File: config.mk
export PLATFORM = sky130hd
export DESIGN_NAME = stream_framer
export DESIGN_NICKNAME = d
export VERILOG_FILES = /design/src/rtl/stream_framer.sv
export SDC_FILE = /design/constraint.sdc
export NUM_CORES = 1
export LEC_CHECK = 0
export ABC_AREA = 1
export ABC_CLOCK_PERIOD_IN_PS = 1540
export CORE_MARGIN = 2
export CORE_UTILIZATION = 30
export CTS_CLUSTER_DIAMETER = 120
export DETAILED_ROUTE_END_ITERATION = 10
export PLACE_DENSITY_LB_ADDON = 0.1
export SYNTH_ARGS = -nofsm -noshare
export SYNTH_HDL_FRONTEND = slang
export SYNTH_SLANG_ARGS = --single-unit
File: constraint.sdc
create_clock -name clk -period 1.54 [get_ports clk]
set_clock_uncertainty 0.05 [all_clocks]
set_input_delay 0.154 -clock clk [delete_from_list [all_inputs] [get_ports clk]]
set_output_delay 0.154 -clock clk [all_outputs]
set_load 0.02 [all_outputs]
File: src/rtl/stream_framer.sv
// Frames a raw valid/sync pixel stream into the pipeline's fixed-point stream with
// row/frame markers; one-cycle latency, no backpressure.
module stream_framer #(
    parameter int unsigned DATA_WIDTH   = 8,
    parameter int unsigned FRAC_BITS    = 13,
    parameter int unsigned DATA_O_WIDTH = 22,
    parameter int unsigned IMG_WIDTH    = 320,
    parameter int unsigned IMG_HEIGHT   = 240
) (
    input  logic                    clk,
    input  logic                    reset_n,
    input  logic [DATA_WIDTH-1:0]   data_i,
    input  logic                    valid_i,
    input  logic                    sync_i,
    output logic [DATA_O_WIDTH-1:0] data_o,
    output logic                    data_valid_o,
    output logic                    sop_o,
    output logic                    eop_o,
    output logic                    sof_o,
    output logic                    eof_o,
    output logic                    frame_err_o
);

    localparam int unsigned ColW = (IMG_WIDTH > 1) ? $clog2(IMG_WIDTH) : 1;
    localparam int unsigned RowW = (IMG_HEIGHT > 1) ? $clog2(IMG_HEIGHT) : 1;
    localparam logic [ColW-1:0] ColLast = ColW'(IMG_WIDTH - 1);
    localparam logic [RowW-1:0] RowLast = RowW'(IMG_HEIGHT - 1);

    if (DATA_O_WIDTH < DATA_WIDTH + FRAC_BITS + 1) begin : gen_width_check
        $error("stream_framer: DATA_O_WIDTH too small for DATA_WIDTH+FRAC_BITS+1");
    end
    if (IMG_WIDTH < 1 || IMG_HEIGHT < 1) begin : gen_size_check
        $error("stream_framer: image dimensions must be >= 1");
    end

    typedef enum logic {StIdle, StActive} state_e;

    state_e                  state_q, state_d;
    logic [ColW-1:0]         col_q, col_d, col_cur;
    logic [RowW-1:0]         row_q, row_d, row_cur;
    logic [DATA_O_WIDTH-1:0] data_q, data_d;
    logic                    valid_q, valid_d;
    logic                    sop_q, sop_d, eop_q, eop_d;
    logic                    sof_q, sof_d, eof_q, eof_d;
    logic                    err_q, err_d;
    logic                    start, accept, last_col, last_row;

    always_comb begin
        state_d = state_q;
        col_d   = col_q;
        row_d   = row_q;
        data_d  = data_q;
        valid_d = 1'b0;
        sop_d   = 1'b0;
        eop_d   = 1'b0;
        sof_d   = 1'b0;
        eof_d   = 1'b0;
        err_d   = 1'b0;

        // A sync beat always counts as pixel (0,0), whatever state we are in.
        start    = valid_i && sync_i;
        accept   = valid_i && (sync_i || (state_q == StActive));
        col_cur  = start ? '0 : col_q;
        row_cur  = start ? '0 : row_q;
        last_col = (col_cur == ColLast);
        last_row = (row_cur == RowLast);

        if (accept) begin
            valid_d = 1'b1;
            data_d  = DATA_O_WIDTH'({data_i, {FRAC_BITS{1'b0}}});
            sop_d   = (col_cur == '0);
            eop_d   = last_col;
            sof_d   = (col_cur == '0) && (row_cur == '0);
            eof_d   = last_col && last_row;
            err_d   = start && (state_q == StActive);
            if (last_col && last_row) begin
                col_d   = '0;
                row_d   = '0;
                state_d = StIdle;
            end else if (last_col) begin
                col_d   = '0;
                row_d   = row_cur + 1'b1;
                state_d = StActive;
            end else begin
                col_d   = col_cur + 1'b1;
                row_d   = row_cur;
                state_d = StActive;
            end
        end
    end

    always_ff @(posedge clk or negedge reset_n) begin
        if (!reset_n) begin
            state_q <= StIdle;
            col_q   <= '0;
            row_q   <= '0;
            data_q  <= '0;
            valid_q <= 1'b0;
            sop_q   <= 1'b0;
            eop_q   <= 1'b0;
            sof_q   <= 1'b0;
            eof_q   <= 1'b0;
            err_q   <= 1'b0;
        end else begin
            state_q <= state_d;
            col_q   <= col_d;
            row_q   <= row_d;
            data_q  <= data_d;
            valid_q <= valid_d;
            sop_q   <= sop_d;
            eop_q   <= eop_d;
            sof_q   <= sof_d;
            eof_q   <= eof_d;
            err_q   <= err_d;
        end
    end

    assign data_o       = data_q;
    assign data_valid_o = valid_q;
    assign sop_o        = sop_q;
    assign eop_o        = eop_q;
    assign sof_o        = sof_q;
    assign eof_o        = eof_q;
    assign frame_err_o  = err_q;

endmodule

* Yosys cells after proc, flatten, opt, wreduce, memory -nomap -nowiden
Cells that the tools add are included.
Widths: inputs -> output; s select.
** Word-level totals
- Register bits :: 32
- Input port bits :: 12
- Output and inout bits :: 28
- Word-level logic and storage cells :: 35
** Cells by class
- $add $sub $neg :: 2
- Equal/unequal tests :: 2
- Muxes and demuxes :: 13
- Reduce and logical (&&, ||, !) cells :: 8
** Operators with widths (count)
- $mux 9 :: 3
- $mux 8 :: 3
- $add 9x1->9 const B :: 1
- $eq 9x9->1 const B :: 1
- $logic_not 9->1 :: 1
- $add 8x1->8 const B :: 1
- $eq 8x8->1 const B :: 1
- $logic_not 8->1 :: 1
- $mux 1 :: 7
- $logic_and 1x1->1 :: 5
- $logic_or 1x1->1 :: 1

* Depth between registers and ports, before layout
Gate-level depths: netlist of run 1.
- Word-level depth :: 5
- Mapped depth :: 12
- Gate-level depth less buffers :: 12

* Worst setup path before layout of run 1
No wires, ideal clock.
- Kind :: register -> register
- Start point :: register col_q[1]
- End point :: register row_q[1]
- Setup time :: 117 ps
- Arrival :: 1475 ps
- Data required time :: 1373 ps
- Path slack :: -102 ps
- Stages on the path, launching flop included :: 10
- Path buffers :: 0
- Period minus slack after synthesis :: 1642 ps
- Cells stage by stage :: dfrtp_1 > inv_1 > nor2_1 > ha_1 > nand4_4 > nor2_4 > nand2_4 > or2_1 > nand3_1 > nand2_1
** Between the ends
- Cells in the longest elaborated chain, start to end :: 4
- Elaborated cells on any way between the ends :: 5
- Classes of those cells :: eq/ne (1); mux (3); reduce/logical (1)
** Ends and longest elaborated chain
- start, declared :: line 39 : logic [ColW-1:0] col_q, col_d, col_cur;
- start signal, assigned :: line 106 : col_q <= col_d;
- $mux 9 * :: line 63 : col_cur = start ? '0 : col_q;
- $eq 9x9->1 * :: line 65 : last_col = (col_cur == ColLast);
- $mux 8 or $logic_and 1x1->1 (tied branches) :: line 80, 76
- $mux 8 * :: line 76 : if (last_col && last_row) begin
- end signal, assigned :: line 107 : row_q <= row_d;
- end, declared :: line 40 : logic [RowW-1:0] row_q, row_d, row_cur;
Mark *: on every way between the ends. The rest lies on a longest branch, timed or not.
A chain may end at the register's enable or synchronous reset.

* Final worst setup path of run 1
Ends and elaborated chain as after synthesis.

==> qor.txt, run 1 <==
WS Path Type -> reg -> reg
Leakage dissipation -> 1.286 nW
Netlist cell types -> 30
Part of the power in registers -> 0.412
Failing checks -> setup timing
Main combinational cell family by area after synthesis -> simple AND/OR/NAND/NOR gates
Die area -> 6791 um^2
Detailed Route Iter0 Violations -> 63
Reg2reg setup slack -> -0.05 ns
TNS Setup -> -0.2017 ns
CP Capture Type -> flop
Yosys top cell area share -> 0.4342
Synth Area in Compound Gates -> 0.07191
Min Tclk post-route -> 1.587 ns
Most common cell after layout, fill and taps aside -> nand2_1
Critical path arrival -> 1.71 ns
Ports -> 40
Max-slew violation count -> 0
Fmax achieved -> 0.6302 GHz
DR pass1 iterations -> 4
Crit Reg-Reg Endpoint -> row_q[1]
CTS tree -> built
Final WL -> 4417 um
Die width -> 82.41 um
Seq/Total Area, Yosys -> 0.4342
Switching Power -> 0.8195 mW
Pwr Total -> 2.522 mW
GR Overflow Total -> 0
First-pass GRT wire length -> 7521 um
Final setup margin -> -0.04680 ns
Most frequent cells in the layout -> nand2_1, buf_4, dfrtp_1, clkdlybuf4s50_1, inv_1
Antenna violations before repair -> 0
WP data required -> 1.66 ns
Largest net degree at the start of global routing -> 33
Synth top area cells -> dfrtp_1, nand2_1, buf_4, nand3_1, inv_1
Post-synthesis cell count -> 237
Layout Cells excl Fill -> 375
Adder-Cell Fraction of Synth Area -> 0.01357
H-tree levels -> 2
Sw frac -> 0.3250
PD cells -> 985.6 nW/um^2
Maximum VDD drop -> 0.0004581 V
Vias -> 1625
Status -> finished with violations
Vias in the first global route -> 1609
Nets -> 314
Cts bufs inserted -> 5
Core Area -> 5921 um^2
Via density -> 4.333
Total track usage -> 0.1483
Port Buffers -> 25
ANT cells -> 0
Simple-gate share of the synthesized area -> 0.3385
RSZ-0062 raised after global routing -> true
Crit-path max FO -> 7
Dpl hpwl -> 3140 um
Clock slew at reported path FFs -> 0.06 ns
Final setup viols -> 5
Clock Power Share -> 0.276
Synthesized area -> 1844 um^2
Mux contribution to synthesized area -> 0
Max Cap Viol -> 0
CTS Sinks -> 32
Fillcell total -> 609
Hold crit path type -> in -> async
Final Hold Violating Endpoints -> 0
Placer Congestion -> 0.7932
Seq cells post-synth -> 32
Share of layout cells above drive strength 1 -> 0.2400
Initial Util -> 0.3115
Drt wl/cell -> 11.78 um
Worst Setup Start Kind -> flop
Int Power -> 1.702 mW
Max clock buf depth -> 2
Most area-hungry cell type in the Yosys netlist -> dfrtp_1
Root buffer cell -> clkbuf_8
Worst r2r path cells -> 9
Period utilization -> 1.030
Avg Cell Area, Syn -> 7.782 um^2
Post-Synth XOR/XNOR Area -> 0.01425
Die Ht -> 82.41 um
Post-DRT Antenna Nets -> 0
R2r startpoint -> col_q[1]
Row cnt -> 28
Area delta synth->final -> 38.74%
Synthesis Warnings -> 0
Hold_buf cts -> 0
Hold_ws -> 0.1879 ns
Worst skew pair latency -> 0.28 ns
# placed instances -> 364
Residual DRC -> 0
Comb pwr share -> 0.313
kinds of logic (layout without fill, tap and decap cells):
group,count (synthesis),in the layout
AND/OR/NAND/NOR,136,136
buffers and inverters,42,92
other,1,14
AO/OA/AOI/OAI,21,21
flip-flops,32,32
adder cells (fa/ha/maj),2,2
XOR/XNOR,3,3
flip-flops by register name, summed over array words and instances (netlist names):
| name | flops |
|---|---|
| col_q | 9 |
| data_o | 8 |
| row_q | 8 |
| data_valid_o | 1 |
| eof_o | 1 |
| eop_o | 1 |
| frame_err_o | 1 |
| sof_o | 1 |
| sop_o | 1 |
| state_q | 1 |
Yosys cell counts:
library cell	number
nand2_4	2
inv_2	2
nand4_1	6
o2111ai_1	1
o21ai_0	11
xnor2_1	2
nand3_1	20
buf_1	1
buf_4	15
nor2_2	2
o22ai_1	4
o21ai_4	1
inv_1	20
buf_6	2
o21ai_1	1
buf_2	2
dfrtp_1	32
nor2_4	2
nor2_1	15
nand4_4	1
conb_1	1
nand2_2	1
nand2_1	83
ha_1	2
or2_1	1
nand3_2	1
nor4_2	1
o21bai_1	3
xor2_1	1
nor3_1	1
how the worst max path moves through the flow:
stage / slack [ns] / endpoint / startpoint
3_3_place_gp: -0.52 / row_q[7] / valid_i
3_5_place_dp: -0.53 / col_q[6] / valid_i
4_1_cts: -0.009 / row_q[1] / col_q[1]
6_report: -0.05 / row_q[1] / col_q[1]
2_1_floorplan: -0.03 / row_q[1] / col_q[1]
5_1_grt: -0.16 / row_q[6] / col_q[1]
power groups by stage:
stage | sequential [mW] | combinational, mW | clock, mW
after floorplan | 1.11 | 0.347 | 0
after global placement | 1.05 | 0.731 | 0
after detailed placement | 1.05 | 0.723 | 0
after CTS | 1.04 | 0.757 | 0.724
after global routing | 1.05 | 0.875 | 0.763
final | 1.04 | 0.788 | 0.695
critical path: stages (launching register included):
cell and delay (ns):
dfrtp_1 0.36, inv_2 0.06, nor2_4 0.10, ha_4 0.17, nand4_4 0.09, nor2_4 0.20
nand2_4 0.11, or2_1 0.22, nand3_1 0.08, nand2_1 0.05
timing repair:
action | 4_1_cts | 5_1_grt
resized for setup | 5 | 14
pin swaps | 1 | 6
buffers inserted | 1 | 3
endpoints found under the hold margin | 0 | 0
setup endpoints to repair | 18 | 16
area by class of cell:
class / count / area, um^2 / share of cell area
flip-flops and latches: 32 / 800.8 / 0.3130
clock buffers: 7 / 96.34 / 0.03765
well taps: 75 / 93.84 / 0.03667
repair buffers: 63 / 553.0 / 0.2161
multi-input cells: 176 / 932.1 / 0.3643
inverters: 22 / 82.58 / 0.03227
layer usage:
metal,routed length (um),vias up,global-route usage
met5,0,-,0
met4,59,0,0.05333
met3,251,6,0.04022
met2,1925,44,0.2250
met1,2181,726,0.2020
li1,-,849,-
stage by stage:
stage	instance area, um^2	utilization	worst slack (ns)
2_1_floorplan	1909	-	-0.03060
3_3_place_gp	2372	0.4007	-0.5246
3_5_place_dp	2372	0.4007	-0.5337
4_1_cts	2491	0.4208	-0.009069
5_1_grt	2559	0.4322	-0.1551
6_report	2559	0.4322	-0.04680
(Power assumes the default switching activity.)
==> run 2, diff against run 1 <==
==> constraint.sdc (replaced) <==
create_clock -name clk -period 1.54 [get_ports clk]
set_clock_uncertainty 0.05 [all_clocks]
set_input_delay 0.462 -clock clk [delete_from_list [all_inputs] [get_ports clk]]
set_output_delay 0.462 -clock clk [all_outputs]
set_load 0.02 [all_outputs]
==> run 2 against run 1 <==
  * The flow still finishes with violations (setup timing)
  * Total power up 0.56%
  * Register-to-register slack about the same
  * Setup slack worse by 0.025 ns
  * Global-route usage up 0.088 points
  * Core utilization increased by 0.59 points
  * Fmax decreased by 1.5%
  * Combinational power rose by 1%
  * Flip-flop and latch count did not move
  * Routed wire length is 0.45% higher
  * Highest routed layer unchanged
==> qor.txt, run 2 (synthesized netlist as in run 1, its figures left out) <==
Final WL -> 4437 um
Maximum VDD drop -> 0.0004944 V
H-tree levels -> 2
DP Worst Slack -> -0.7863 ns
Die Ht -> 82.41 um
Post-DRT Antenna Nets -> 0
Clock slew at reported path FFs -> 0.07 ns
Nets -> 316
Worst skew pair latency -> 0.29 ns
Max clock buf depth -> 2
Row cnt -> 28
Final setup viols -> 4
CP peak stage delay -> 0.18 ns
Root buffer cell -> clkbuf_8
Cell Chain, Critical Path -> buf_8 -> nand2_8 -> inv_8 -> nor2_4 -> ha_4 -> nand4_4 -> nor2_4 -> nand2_4 -> buf_4 -> buf_6 -> nand3_1 -> o21ai_1
Placer Congestion -> 0.8317
Initial Util -> 0.3115
Period utilization -> 1.046
RSZ-0062 raised after global routing -> true
Vias -> 1677
Residual DRC -> 0
Hold crit path type -> reg -> reg
Final Hold Violating Endpoints -> 0
Total track usage -> 0.1492
Leakage dissipation -> 1.339 nW
PD cells -> 977.7 nW/um^2
ANT cells -> 0
Fmax achieved -> 0.6206 GHz
Die area -> 6791 um^2
Final setup margin -> -0.07136 ns
WP data required -> 1.67 ns
Largest net degree at the start of global routing -> 33
Worst Setup Start Kind -> input port
DR pass1 iterations -> 4
CTS tree -> built
GR Overflow Total -> 0
Core Area -> 5921 um^2
Antenna violations before repair -> 0
Max Cap Viol -> 0
Most common cell after layout, fill and taps aside -> nand2_1
Max reg flops -> 9
Post-Route Utilization -> 0.4381
Critical path's slowest cell -> nor2_4
Drt wl/cell -> 11.77 um
Largest reg by FF count -> col_q
Die width -> 82.41 um
Reg2reg setup slack -> -0.06 ns
Crit-path max FO -> 7
Failing checks -> setup timing
Share of layout cells above drive strength 1 -> 0.2550
Max-slew violation count -> 0
CP delay by family, top -> simple AND/OR/NAND/NOR gates
Ports -> 40
Port Buffers -> 25
Critical path arrival -> 1.74 ns
Status -> finished with violations
Area delta synth->final -> 40.64%
CP Capture Type -> flop
Detailed Route Iter0 Violations -> 103
Most frequent cells in the layout -> nand2_1, buf_4, dfrtp_1, inv_1, nand3_1
Worst Path Buf+Inv -> 4
Vias in the first global route -> 1565
CTS Sinks -> 32
Dpl hpwl -> 3208 um
Cts bufs inserted -> 5
WS Path Type -> in -> reg
Via density -> 4.448
Top cell by count, worst path -> nor2_4
First-pass GRT wire length -> 7507 um
Min Tclk post-route -> 1.611 ns
run 2: changes by cell type in the layout (fill, tap and decap cells not counted), sizes merged:
cell,delta
clkdlybuf4s50,-14
clkdlybuf4s15,+1
dlygate4sd2,+11
buf,+4
run 2: area by class of cell:
class	count	area [um^2]
flip-flops and latches	32	800.8
well taps	75	93.84
multi-input cells	176	939.7
fillers	612	3327
inverters	22	90.09
repair buffers	65	573.1
clock buffers	7	96.34
run 2: layer usage:
| metal | track usage | vias up | wire [um] |
|---|---|---|---|
| met2 | 0.2145 | 57 | 1959 |
| li1 | - | 853 | - |
| met1 | 0.2057 | 760 | 2073 |
| met3 | 0.04348 | 7 | 313 |
| met4 | 0.06667 | 0 | 91 |
| met5 | 0 | - | 0 |
run 2: path summary, 6_finish.rpt:
check | startpoint | to | cells after the start
hold reg to reg | data_o[20] | data_o[20] | 2
setup reg to reg | col_q[1] | col_q[1] | 10
max in group asynchronous | reset_n | row_q[4] | 2
min in group asynchronous | reset_n | data_o[15] | 2
hold / removal | data_o[20] | data_o[20] | 2
setup / recovery | valid_i | col_q[1] | 12
run 2: through the flow:
stage / instance area [um^2] / setup TNS [ns] / instances / total power [mW] / hold WS (ns)
2_1_floorplan: 1937 / -1.590 / 250 / 1.486 / 0.1164
3_3_place_gp: 2420 / -19.21 / 365 / 1.844 / 0.4167
3_5_place_dp: 2420 / -19.54 / 365 / 1.836 / 0.4158
4_1_cts: 2534 / -0.1041 / 375 / 2.550 / 0.4328
5_1_grt: 2594 / -1.656 / 377 / 2.719 / 0.4536
6_report: 2594 / -0.1354 / 377 / 2.536 / 0.4243
run 2: tightest hold or removal path: stages (launching register included):
cell and delay [ns]:
dfrtp_1 0.34, nand2_1 0.05, nand2_1 0.05
run 2: power by group:
| part | leakage [nW] | internal [mW] | total [mW] | switching [mW] |
|---|---|---|---|---|
| sequential | 0.420 | 0.949 | 1.03 | 0.0859 |
| combinational | 0.869 | 0.356 | 0.796 | 0.440 |
| clock | 0.0503 | 0.398 | 0.706 | 0.308 |
| total | 1.34 | 1.70 | 2.54 | 0.834 |
run 2: timing repair:
item	4_1_cts	5_1_grt
buffers inserted	3	2
endpoints found under the setup margin	45	18
gates resized for setup	30	13
hold buffers	0	0
pin swaps	7	5
